--- src/rtl/regfile_wb_arb.sv ---
// Merges ALU and load writebacks into one register-file write port through
// two per-source FIFOs and a round-robin arbiter; one registered write per cycle.

module regfile_wb_fifo #(
    parameter int DW    = 32,
    parameter int AW    = 5,
    parameter int DEPTH = 4
) (
    input  logic          clk,
    input  logic          reset,
    input  logic          push_i,
    input  logic [AW-1:0] addr_i,
    input  logic [DW-1:0] data_i,
    input  logic          pop_i,
    output logic          rdy_o,
    output logic          vld_o,
    output logic [AW-1:0] addr_o,
    output logic [DW-1:0] data_o
);
    localparam int PW = $clog2(DEPTH);
    localparam int CW = $clog2(DEPTH + 1);

    logic [PW-1:0]    wr_ptr_q, rd_ptr_q;
    logic [CW-1:0]    cnt_q, cnt_d;
    logic [AW+DW-1:0] mem_q [DEPTH];
    logic             do_push;

    // Ready and valid come only from the registered count.
    assign rdy_o   = (cnt_q != CW'(DEPTH));
    assign vld_o   = (cnt_q != '0);
    assign do_push = push_i && rdy_o;

    always_comb begin
        cnt_d = cnt_q;
        if (do_push && !pop_i) begin
            cnt_d = cnt_q + CW'(1);
        end else if (!do_push && pop_i) begin
            cnt_d = cnt_q - CW'(1);
        end
    end

    always_ff @(posedge clk or negedge reset) begin
        if (!reset) begin
            wr_ptr_q <= '0;
            rd_ptr_q <= '0;
            cnt_q    <= '0;
        end else begin
            if (do_push) wr_ptr_q <= wr_ptr_q + PW'(1);
            if (pop_i)   rd_ptr_q <= rd_ptr_q + PW'(1);
            cnt_q <= cnt_d;
        end
    end

    always_ff @(posedge clk) begin
        if (do_push) mem_q[wr_ptr_q] <= {addr_i, data_i};
    end

    assign {addr_o, data_o} = mem_q[rd_ptr_q];
endmodule

module regfile_wb_arb #(
    parameter int DW    = 32,
    parameter int AW    = 5,
    parameter int DEPTH = 4
) (
    input  logic          clk,
    input  logic          reset,
    input  logic          aValid,
    input  logic [AW-1:0] aAddr,
    input  logic [DW-1:0] aData,
    output logic          aReady,
    input  logic          bValid,
    input  logic [AW-1:0] bAddr,
    input  logic [DW-1:0] bData,
    output logic          bReady,
    output logic          write,
    output logic [AW-1:0] wrAddr,
    output logic [DW-1:0] wrData,
    output logic          busy
);
    logic          a_vld, b_vld, a_pop, b_pop, grant_a;
    logic [AW-1:0] a_head_addr, b_head_addr;
    logic [DW-1:0] a_head_data, b_head_data;
    logic          write_q, last_b_q;
    logic [AW-1:0] wr_addr_q;
    logic [DW-1:0] wr_data_q;

    regfile_wb_fifo #(.DW(DW), .AW(AW), .DEPTH(DEPTH)) u_fifo_a (
        .clk(clk), .reset(reset),
        .push_i(aValid), .addr_i(aAddr), .data_i(aData),
        .pop_i(a_pop), .rdy_o(aReady), .vld_o(a_vld),
        .addr_o(a_head_addr), .data_o(a_head_data)
    );

    regfile_wb_fifo #(.DW(DW), .AW(AW), .DEPTH(DEPTH)) u_fifo_b (
        .clk(clk), .reset(reset),
        .push_i(bValid), .addr_i(bAddr), .data_i(bData),
        .pop_i(b_pop), .rdy_o(bReady), .vld_o(b_vld),
        .addr_o(b_head_addr), .data_o(b_head_data)
    );

    // last_b_q set means B won most recently, so A takes the next tie.
    assign grant_a = a_vld && (!b_vld || last_b_q);
    assign a_pop   = grant_a;
    assign b_pop   = b_vld && !grant_a;

    always_ff @(posedge clk or negedge reset) begin
        if (!reset) begin
            write_q   <= 1'b0;
            wr_addr_q <= '0;
            wr_data_q <= '0;
            last_b_q  <= 1'b1;
        end else if (a_vld || b_vld) begin
            write_q   <= 1'b1;
            wr_addr_q <= grant_a ? a_head_addr : b_head_addr;
            wr_data_q <= grant_a ? a_head_data : b_head_data;
            last_b_q  <= !grant_a;
        end else begin
            write_q <= 1'b0;
        end
    end

    assign write  = write_q;
    assign wrAddr = wr_addr_q;
    assign wrData = wr_data_q;
    assign busy   = a_vld || b_vld || write_q;
endmodule

--- config.mk ---
export PLATFORM = sky130hd
export DESIGN_NAME = regfile_wb_arb
export DESIGN_NICKNAME = d
export VERILOG_FILES = /design/src/rtl/regfile_wb_arb.sv
export SDC_FILE = /design/constraint.sdc
export NUM_CORES = 1
export LEC_CHECK = 0
export CAP_MARGIN = 0
export CORE_ASPECT_RATIO = 0.6
export CORE_MARGIN = 4
export CORE_UTILIZATION = 52
export CTS_CLUSTER_SIZE = 24
export DETAILED_ROUTE_END_ITERATION = 7
export GPL_TIMING_DRIVEN = 1
export HOLD_SLACK_MARGIN = 0.05
export PLACE_DENSITY = 0.82
export SYNTH_ARGS = -nofsm -noshare
export SYNTH_HDL_FRONTEND = slang
export SYNTH_SLANG_ARGS = --single-unit
--- constraint.sdc ---
create_clock -name clk -period 2.28 [get_ports clk]
set_input_delay 0.342 -clock clk [delete_from_list [all_inputs] [get_ports clk]]
set_output_delay 0.342 -clock clk [all_outputs]
set_load 0.01 [all_outputs]
### Word-level counts from Yosys, hierarchy flattened

Memory sizes are Yosys's and may differ from the RTL's.
Index checks and enable logic that the tools add are counted.

| cells by class | value |
|---|---|
| muxes and demuxes | 11 |
| add/subtract/negate cells | 8 |
| equality and inequality tests | 2 |
| reductions and logical operators | 20 |

Operator list:

| cell | count |
|---|---|
| 2-to-1 mux 32 bit | 1 |
| 2-to-1 mux 3 bit | 4 |
| adder 2 x 1 -> 2 bit (second input constant) | 4 |
| logical AND 1 bit | 8 |
| adder 3 x 1 -> 3 bit (second input constant) | 2 |
| != test 3 bit (second input constant) | 2 |
| nonzero test 3 bit | 2 |
| subtractor 3 x 1 -> 3 bit (second input constant) | 2 |
| zero test 1 bit | 5 |
| 2-to-1 mux 1 bit | 5 |
| 2-to-1 mux 5 bit | 1 |
| nonzero test 2 bit | 2 |
| logical OR 1 bit | 3 |

| word-level totals | value |
|---|---|
| memories | 2 |
| output and inout port bits | 41 |
| word-level logic and storage cells | 53 |
| register bits | 53 |
| RAM bits | 296 |
| input bits | 78 |

Memory list:

| memory | words | width | read ports | clocked after Yosys merged registers in | write ports | line | text |
|---|---|---|---|---|---|---|---|
| u_fifo_a.mem_q | 4 | 37 | 1 | 0 | 1 | 25 | `logic [AW+DW-1:0] mem_q [DEPTH];` |
| u_fifo_b.mem_q | 4 | 37 | 1 | 0 | 1 | 25 |  |

### Depth between registers and ports, before layout

Gate-level depths: netlist of run 1.

| depth | value |
|---|---|
| depth after elaboration | 9 |
| gate-level depth with buffers | 11 |
| depth with buffers taken out | 8 |

### Modules after synthesis

From an unflattened synthesis of run 1, not the netlist that was laid out.

| second synthesis, totals | value |
|---|---|
| cells, all modules | 677 |
| area, all modules | 13686.9 um2 |

Modules (own cells, without submodules):

| module | instances | sequential area each (um2) | cells an instance | area an instance (um2) |
|---|---|---|---|---|
| regfile_wb_fifo | 2 | 4619.4 | 228 | 5739.3 |
| regfile_wb_arb | 1 | 977.2 | 221 | 2208.4 |

### Least setup slack after synthesis of run 1

No wires, ideal clock.

| timing | value |
|---|---|
| path type | register to register |
| start point | reg u_fifo_b.cnt_q[0] |
| end point | reg u_fifo_b.cnt_q[2] |
| buffers on the path | 3 |
| cell stages (with the launch flop) | 12 |
| library setup time | 0.079 ns |
| path slack | -0.129 ns |
| data required time | 2.201 ns |
| data arrival time | 2.330 ns |
| period minus slack after synthesis | 2.409 ns |
| path through | dfrtp_1 -> or3_1 -> buf_2 -> buf_6 -> buf_6 -> nand2_1 -> ha_1 -> inv_1 -> fa_1 -> xor2_1 -> nor2_1 -> xor2_1 |

| on the way | value |
|---|---|
| word-level cells in the longest chain between the ends | 9 |
| elaborated cells between the ends (all ways) | 17 |
| those cells by class | add/sub: 2; eq/ne: 1; mux: 2; reduce/logical: 12 |

RTL lines:

| element | line | text |
|---|---|---|
| start, declared | 24 | `logic [CW-1:0] cnt_q, cnt_d;` |
| start signal, assigned | 50 | `cnt_q <= cnt_d;` |
| nonzero test 3 bit | 30 | `assign vld_o = (cnt_q != '0);` |
| zero test 1 bit | 103 | `assign grant_a = a_vld && (!b_vld \|\| last_b_q);` |
| logical OR 1 bit | 103 |  |
| logical AND 1 bit | 103 |  |
| zero test 1 bit | 105 | `assign b_pop = b_vld && !grant_a;` |
| logical AND 1 bit | 105 |  |
| zero test 1 bit | 35 | `if (do_push && !pop_i) begin` |
| logical AND 1 bit | 35 |  |
| 2-to-1 mux 3 bit / nonzero test 2 bit (equally long branches) | n/a |  |

Parallel ways exist; a longest one is shown, timed or not. The select of a mux whose other input is x is not followed.
A chain may end at the register's enable or synchronous reset.

### Worst setup path in the final report of run 1

| timing | value |
|---|---|
| start point | reg u_fifo_b.cnt_q[0] |
| end point | out busy |

| on the way | value |
|---|---|
| word-level cells in the longest chain between the ends | 3 |

RTL lines:

| element | line | text |
|---|---|---|
| nonzero test 3 bit | 30 |  |
| logical OR 1 bit (2 in series) | 126 | `assign busy = a_vld \|\| b_vld \|\| write_q;` |
| end, declared | 79 | `output logic busy` |

No other way between the ends.

==> impl_metrics.env, run 1 <==
export IMPL_synth_ff_type="edfxtp_1"
export IMPL_ant_nets=0
export IMPL_post_synth_cell_area_avg_um2=20.24
export IMPL_grtUsageTotal_pct=19.48
export IMPL_arrival_ns=1.88
export IMPL_ioPinCount=119
export IMPL_syn_inst=680
export IMPL_setup_viol=0
export IMPL_htree_levels=1
export IMPL_grt_max_degree=71
export IMPL_crit_type="reg2out"
export IMPL_dp_cells=1142
export IMPL_antenna_found_initial=0
export IMPL_placed_cell_area_um2=15610
export IMPL_ys_warn_count=0
export IMPL_cp_required_ns=1.94
export IMPL_drtIter0Drc=657
export IMPL_crit_path_end_kind="output pin"
export IMPL_area_growth_pct=20.75
export IMPL_postLayoutCoreUtil_pct=64.74
export IMPL_drv_cap=0
export IMPL_hold_class="in2reg"
export IMPL_clock_latency_ns=0.56
export IMPL_cts_made_buffers=31
export IMPL_max_freq_mhz=449.9
export IMPL_worst_r2r_cell_count=8
export IMPL_seq_power_share_pct=41.7
export IMPL_dpl_worst_slack_ns=0.02774
export IMPL_grt_pass1_wl_um=43590
export IMPL_start_util_pct=53.61
export IMPL_setup_slack_ns=0.05750
export IMPL_p_leak_nw=5.688
export IMPL_startpoint_type="register"
export IMPL_final_period_utilization_pct=97.48
export IMPL_cts_tree="yes"
export IMPL_p_int_mw=15.42
export IMPL_ys_seq_area_share_pct=74.22
export IMPL_coreArea_um2=25670
export IMPL_ctsRootBufferMaster="clkbuf_16"
export IMPL_finalClockSkew_ns=0.01507
export IMPL_drtPass1Iterations=5
export IMPL_hold_slack_ns=0.4050
export IMPL_cp_max_fo=2
export IMPL_irDropWorstVdd_mv=0.9552
export IMPL_yosysTopAreaCell="edfxtp_1"
export IMPL_netlist_area_um2=13760
export IMPL_synth_distinct_cells=29
export IMPL_hpwl_um=18020
export IMPL_final_cells=1203
export IMPL_viasPerCell=5.845
export IMPL_fin_nets=917
export IMPL_dieArea_um2=29220
export IMPL_powerDensity_nw_per_um2=1351
export IMPL_cts_sink_count=349
export IMPL_syn_nets=770
export IMPL_synth_top_area_share_pct=64.58
export IMPL_final_max_slew_viol_count=0
export IMPL_tightestPinTransition_ns=0.7774
export IMPL_die_h_um=134.0
export IMPL_p_switching_mw=7.039
export IMPL_combPwrFrac_pct=35.9
export IMPL_clkPwrFrac_pct=22.4
export IMPL_async_reset_ff_share_pct=15.19
export IMPL_post_drt_wl_per_cell_um=23.26
export IMPL_hold_viol_final=0
export IMPL_yosysMostFrequentCell="edfxtp_1"
export IMPL_reg2reg_from="u_fifo_a.cnt_q[0]"
export IMPL_grt_ovfl_total=0
export IMPL_rrSetupSlack_ns=0.06
export IMPL_hp_start="bData[23]"
export IMPL_ys_seq_elements=349
export IMPL_layout_min_cycle_time_ns=2.223
export IMPL_min_path_cells=1
export IMPL_diodes=0
export IMPL_vias=7032
export IMPL_max_slew_margin_rel_pct=48.17
export IMPL_synth_common_cells="296 x edfxtp_1, 74 x mux4_2, 72 x a211oi_1"
export IMPL_p_sw_share_pct=31.35
export IMPL_wl_um=27980
export IMPL_die_w_um=218.0
export IMPL_drive_gt1_share_pct=20.92
export IMPL_status="complete, no violations"
export IMPL_synth_edf_count=296
export IMPL_port_buffers=118
export IMPL_whs_endpoint="u_fifo_b.mem_q[2][23]"
export IMPL_remaining_drc_errors=0
export IMPL_clockBufferDepth=3
export IMPL_clkTransAtPathRegs_ns=0.06
export IMPL_gp_congestion=0.8248
export IMPL_reg2reg_to="u_fifo_a.cnt_q[2]"
export IMPL_yosys_top_cells_area="edfxtp_1 65%, mux4_2 12%, dfrtp_1 9.5%"
export IMPL_first_global_vias=7413
export IMPL_fin_area_um2=16620
export IMPL_fp_row_count=45
==> metal layers <==
layer,GRT usage (%),vias up,part of all wire (%)
met3,3.849,41,5.8
li1,-,3109,-
met2,31.63,211,49
met1,28.21,3671,43
met4,3.858,0,2.0
met5,0,-,0
==> layout by cell type (no fill, tap or decap), drive strengths merged, types with 8 or more instances in the layout <==
master / n
edfxtp: 296
clkdlybuf4s50: 116
mux4: 74
a211oi: 74
dfrtp: 52
clkbuf: 43
buf: 43
nor3: 39
mux2i: 37
clkinv: 11
ha: 10
and2: 8
xnor2: 8
inv: 8
==> cell families (layout without fill, tap and decap cells) <==
kind of cell | after synthesis | after routing | synth area share, %
and+or+nand+nor | 59 | 59 | 2.172
DFF | 349 | 349 | 74.22
buffers and inverters | 53 | 224 | 2.100
adders and majority gates | 12 | 12 | 1.200
AOI/OAI and AO/OA | 80 | 80 | 4.418
xor gates and xnor gates | 12 | 12 | 0.7636
muxes | 115 | 115 | 15.13
==> sequential cells by signal, indices dropped and copies added, names as in the netlist <==
signal	cells
u_fifo_a.cnt_q	3
u_fifo_a.mem_q	148
last_b_q	1
u_fifo_a.rd_ptr_q	2
wrData	32
u_fifo_b.mem_q	148
u_fifo_b.wr_ptr_q	2
u_fifo_b.rd_ptr_q	2
u_fifo_b.cnt_q	3
write	1
wrAddr	5
u_fifo_a.wr_ptr_q	2
==> power by group through the flow <==
stage	Sequential [mW]	Combinational, mW	Clock (mW)
6_report	9.36	8.07	5.02
3_3_place_gp	9.43	7.81	0
5_1_grt	9.49	8.71	5.42
3_5_place_dp	9.49	8.05	0
2_1_floorplan	9.37	5.21	0
4_1_cts	9.37	8.18	5.14
==> layout make-up <==
class | count | area [um2]
Sequential cell | 349 | 10220
Fill cell | 1775 | 9054
Multi-Input combinational cell | 278 | 3309
Timing Repair Buffer | 160 | 1654
Clock buffer | 43 | 850.8
Tap cell | 352 | 440.4
Clock inverter | 14 | 120.1
Inverter | 7 | 26.28
==> per-stage QoR <==
step | setup TNS [ns] | total power, mW
floorplan | -1.382 | 14.58
global placement | 0 | 17.24
detailed placement | 0 | 17.55
CTS | 0 | 22.69
global route | -0.02023 | 23.63
finish | 0 | 22.46
==> what timing repair did <==
action | CTS | global route
resized for setup | 7 | 3
endpoints found under the hold margin | 52 | 0
buffers inserted | 3 | 0
endpoints found under the setup margin | 1 | 2
hold buffers | 1 | 0
pin swaps | 1 | 3
==> critical path, cell delays in order, from the launching register on <==
cell,delay [ns]
dfrtp_2,0.40
or3_4,0.38
or3_4,0.38
buf_4,0.15
==> worst max-delay path by stage <==
stage | depth (start not counted) | slack, ns | to | startpoint
detailed placement | 8 | 0.03 | u_fifo_b.cnt_q[2] | bValid
global placement | 8 | 0.04 | u_fifo_b.cnt_q[2] | bValid
global route | 8 | -0.02 | u_fifo_a.cnt_q[2] | u_fifo_a.cnt_q[0]
CTS | 3 | 0.04 | busy | u_fifo_b.cnt_q[0]
finish | 3 | 0.06 | busy | u_fifo_b.cnt_q[0]
floorplan | 3 | -0.009 | u_fifo_b.mem_q[2][0] | u_fifo_b.cnt_q[0]
(Power assumes the default switching activity.)
==> run 2: changes to the inputs <==
CORE_MARGIN = default   (was 4)
==> impl_metrics.env, run 2 (same netlist as run 1, synthesis figures left out) <==
export IMPL_p_sw_share_pct=31.13
export IMPL_layout_common_cells="296 x edfxtp_1, 115 x clkdlybuf4s50_1, 74 x mux4_2"
export IMPL_port_buffers=118
export IMPL_cp_max_fo=3
export IMPL_fin_nets=915
export IMPL_drtIter0Drc=574
export IMPL_max_slew_margin_rel_pct=61.10
export IMPL_grtUsageTotal_pct=21.26
export IMPL_die_w_um=212.0
export IMPL_p_int_mw=15.46
export IMPL_crit_top_cell="or3_4"
export IMPL_wl_um=27580
export IMPL_antenna_found_initial=1
export IMPL_arrival_ns=1.89
export IMPL_gp_congestion=0.7690
export IMPL_remaining_drc_errors=0
export IMPL_viasPerCell=5.867
export IMPL_status="complete, no violations"
export IMPL_dpl_worst_slack_ns=-0.001315
export IMPL_clock_latency_ns=0.56
export IMPL_cts_made_buffers=29
export IMPL_grt_busiest_layer="met2"
export IMPL_drv_cap=0
export IMPL_crit_path_end_kind="output pin"
export IMPL_startpoint_type="register"
export IMPL_rsz0062_at_grt="false"
export IMPL_grt_pass1_wl_um=42710
export IMPL_crit_chain="or3_4, or3_4, buf_2"
export IMPL_powerDensity_nw_per_um2=1348
export IMPL_grt_max_degree=70
export IMPL_die_h_um=128.0
export IMPL_cts_sink_count=349
export IMPL_ioPinCount=119
export IMPL_layout_min_cycle_time_ns=2.231
export IMPL_fp_row_count=45
export IMPL_coreArea_um2=25620
export IMPL_start_util_pct=53.73
export IMPL_clkTransAtPathRegs_ns=0.06
export IMPL_combPwrFrac_pct=36.2
export IMPL_drive_gt1_share_pct=21.49
export IMPL_ant_nets=0
export IMPL_hold_viol_final=0
export IMPL_crit_type="reg2out"
export IMPL_post_drt_wl_per_cell_um=22.98
export IMPL_drtPass1Iterations=5
export IMPL_grt_util_met2_pct=34.99
export IMPL_hold_class="in2async"
export IMPL_ctsRootBufferMaster="clkbuf_16"
export IMPL_p_leak_nw=5.704
export IMPL_final_common_cell="edfxtp_1"
export IMPL_cp_slowest_cell="or3_4"
export IMPL_finalClockSkew_ns=0.01290
export IMPL_p_switching_mw=6.988
export IMPL_grt_ovfl_total=0
export IMPL_tightestPinTransition_ns=0.5835
export IMPL_cpPeakStageDelay_ns=0.40
export IMPL_cts_tree="yes"
export IMPL_setup_viol=0
export IMPL_irDropWorstVdd_mv=0.9322
export IMPL_vias=7040
export IMPL_grt_util_met3_pct=3.993
export IMPL_dieArea_um2=27150
export IMPL_max_freq_mhz=448.3
export IMPL_final_max_slew_viol_count=0
export IMPL_clkPwrFrac_pct=22.3
export IMPL_clockBufferDepth=3
export IMPL_area_growth_pct=20.93
export IMPL_hold_slack_ns=0.3193
export IMPL_hpwl_um=17920
export IMPL_first_global_vias=7436
export IMPL_setup_slack_ns=0.04942
export IMPL_htree_levels=1
export IMPL_final_period_utilization_pct=97.83
export IMPL_cp_required_ns=1.94
export IMPL_met1_usage_pct=30.05
export IMPL_seq_power_share_pct=41.5
-- run 2: changes by cell type in the layout (fill, tap and decap cells not counted), sizes merged --
| cell | previous run | this run |
|---|---|---|
| clkbuf | 43 | 41 |
| clkinv | 11 | 9 |
| bufinv | 2 | 3 |
| clkdlybuf4s50 | 116 | 115 |
| diode | 0 | 1 |
| dlymetal6s2s | 0 | 1 |
| inv | 8 | 7 |
-- run 2: layout make-up --
type / instances / area (um2)
inverter: 7 / 26.28
fill: 1731 / 8974
timing repair buffer: 160 / 1692
multi-input combinational: 278 / 3312
clock inverter: 12 / 132.6
tap: 352 / 440.4
antenna: 1 / 2.502
clock buffer: 41 / 820.8
sequential: 349 / 10220
-- run 2: worst max-delay path: cells and delay by family (launching register included) --
kind,cells,cell delay (ns)
buffers and inverters,1,0.16
DFF,1,0.39
and+or+nand+nor,2,0.80
-- run 2: worst paths after layout --
path	from	end	slack [ns]	cells after the start
max reg2reg	u_fifo_a.cnt_q[2]	u_fifo_a.cnt_q[2]	0.12	8
max	u_fifo_a.cnt_q[2]	busy	0.05	3
min	reset	wrData[1]	0.32	2
min reg2reg	u_fifo_a.rd_ptr_q[1]	u_fifo_a.rd_ptr_q[1]	0.51	1
min in group clk	aData[27]	u_fifo_a.mem_q[0][27]	0.42	1
max in group asynchronous	reset	u_fifo_a.rd_ptr_q[0]	1.39	3
-- run 2: metal layers --
| layer | wire length [um] | share of wire [%] | up-vias |
|---|---|---|---|
| li1 | - | - | 3112 |
| met1 | 11790 | 43 | 3666 |
| met2 | 13620 | 49 | 219 |
| met3 | 1697 | 6.2 | 43 |
| met4 | 476 | 1.7 | 0 |
| met5 | 0 | 0 | - |
-- run 2: repair_timing --
action                     4_1_cts  5_1_grt
setup endpoints to repair        1        1
hold buffers                     1        0
setup buffers                    1        0
gates resized for setup          6        1
hold endpoints to repair        19        0
pin swaps                        1        0
-- run 2: through the flow --
stage,TNS [ns],utilization [%],cells,instance area [um2],power [mW]
after floorplan,-1.382,-,680,13790,14.58
after global placement,0,61.14,1144,15660,17.28
after detailed placement,-0.001315,61.14,1144,15660,17.61
after CTS,0,64.95,1199,16640,22.68
after global routing,0,64.97,1200,16640,23.58
final,0,64.97,1200,16640,22.44
-- run 2: power by group through the flow --
stage                     sequential [mW]  combinational, mW  clock (mW)
after floorplan                      9.37               5.21           0
after global placement               9.35               7.93           0
after detailed placement             9.43               8.18           0
after CTS                            9.32               8.26        5.10
after global routing                 9.44               8.80        5.34
final                                9.31               8.14        5.00
==> run 3: changes to the inputs <==
CORE_UTILIZATION = 60   (was 52)
PLACE_DENSITY = 0.88   (was 0.82)
clock period = 2.7 ns   (was 2.28 ns; I/O delays follow)
==> impl_metrics.env, run 3 (same netlist as run 1, synthesis figures left out) <==
export IMPL_grt_pass1_wl_um=43390
export IMPL_fin_nets=896
export IMPL_hold_viol_final=0
export IMPL_grt_ovfl_total=0
export IMPL_crit_type="reg2out"
export IMPL_layout_common_cells="296 x edfxtp_1, 116 x clkdlybuf4s50_1, 74 x mux4_2"
export IMPL_final_cells=1139
export IMPL_vias=7112
export IMPL_rsz0062_at_grt="false"
export IMPL_clkTransAtPathRegs_ns=0.07
export IMPL_ant_nets=0
export IMPL_viasPerCell=6.244
export IMPL_area_growth_pct=19.13
export IMPL_dieArea_um2=23570
export IMPL_gp_congestion=0.8262
export IMPL_ctsRootBufferMaster="clkbuf_16"
export IMPL_hpwl_um=17400
export IMPL_ioPinCount=119
export IMPL_drtIter0Drc=548
export IMPL_clock_latency_ns=0.55
export IMPL_first_global_vias=7493
export IMPL_fillCellCount=1309
export IMPL_tightestPinTransition_ns=1.042
export IMPL_irDropWorstVdd_mv=0.8738
export IMPL_remaining_drc_errors=0
export IMPL_htree_levels=1
export IMPL_post_drt_wl_per_cell_um=24.68
export IMPL_wl_um=28110
export IMPL_die_h_um=119.3
export IMPL_setup_slack_ns=0.2028
export IMPL_hold_class="in2reg"
export IMPL_crit_path_end_kind="output pin"
export IMPL_drtPass1Iterations=5
export IMPL_tns_ns=0
export IMPL_clockBufferDepth=3
export IMPL_final_common_cell="edfxtp_1"
export IMPL_start_util_pct=61.78
export IMPL_grt_max_degree=75
export IMPL_die_w_um=197.5
export IMPL_arrival_ns=2.09
export IMPL_drive_gt1_share_pct=19.76
export IMPL_max_slew_margin_rel_pct=30.50
export IMPL_cts_sink_count=349
export IMPL_setup_viol=0
export IMPL_port_buffers=118
export IMPL_antenna_found_initial=3
export IMPL_status="complete, no violations"
export IMPL_coreArea_um2=22280
export IMPL_final_max_slew_viol_count=0
export IMPL_powerDensity_nw_per_um2=1152
export IMPL_finalClockSkew_ns=0.01228
export IMPL_cts_setup_buffers=0
export IMPL_placed_cell_area_um2=15400
export IMPL_dpl_worst_slack_ns=0.2855
export IMPL_fp_row_count=42
export IMPL_cts_tree="yes"
export IMPL_cts_made_buffers=30
export IMPL_fin_area_um2=16400
export IMPL_grtUsageTotal_pct=24.96
export IMPL_cp_max_fo=5
export IMPL_dp_cells=1081
export IMPL_cp_required_ns=2.30
export IMPL_p_leak_nw=5.597
export IMPL_startpoint_type="register"
export IMPL_final_period_utilization_pct=92.49
export IMPL_max_freq_mhz=400.5
export IMPL_layout_min_cycle_time_ns=2.497
export IMPL_drv_cap=0
## run 3: final cells by class
type | count | area, um2 | area share (%)
sequential | 349 | 10220 | 62.33
multi-input combinational | 278 | 3284 | 20.03
timing repair buffer | 140 | 1493 | 9.103
clock buffer | 44 | 874.6 | 5.333
tap | 308 | 385.4 | 2.350
clock inverter | 12 | 111.4 | 0.6791
inverter | 7 | 26.28 | 0.1602
antenna | 1 | 2.502 | 0.01526
## run 3: final timing paths
check,endpoint,slack (ns),from,cells past startpoint
worst min register to register,u_fifo_a.cnt_q[2],0.53,u_fifo_a.cnt_q[2],1
min in group asynchronous,wrData[21],0.50,reset,3
max in group asynchronous,u_fifo_a.rd_ptr_q[0],1.63,reset,3
worst max-delay path,busy,0.20,u_fifo_b.cnt_q[0],3
worst max register to register,u_fifo_a.cnt_q[2],0.37,u_fifo_a.cnt_q[1],8
worst min-delay path,u_fifo_b.mem_q[2][19],0.49,bData[19],1
## run 3: critical path, cell delays in order (launching register included)
cell and delay [ns]:
dfrtp_2 0.46, or3_4 0.45, or3_1 0.34, dlygate4sd2_1 0.30
## run 3: through the flow
stage	util, %	total power [mW]	hold slack [ns]
4_1_cts	73.58	18.99	0.4705
3_3_place_gp	69.11	14.25	0.5255
6_report	73.60	18.88	0.4875
3_5_place_dp	69.11	14.64	0.5200
5_1_grt	73.58	19.75	0.4776
2_1_floorplan	-	12.27	0.1094
## run 3: what timing repair did
| item | in CTS | in global routing |
|---|---|---|
| hold buffers | 1 | 0 |
| endpoints found under the hold margin | 52 | 0 |
| setup endpoints to repair | 1 | 0 |
| gates resized for setup | 3 | 0 |
## run 3: metal layers
layer	vias to the layer above	wire (um)	global-route usage, %
met5	-	31	0
met4	4	663	6.395
met3	54	2059	5.098
met2	308	13920	40.40
met1	3691	11440	35.27
li1	3055	-	-
## run 3: where the power goes
part | switching, mW | internal, mW
combinational | 3.48 | 3.13
clock | 1.84 | 2.44
sequential | 0.689 | 7.31
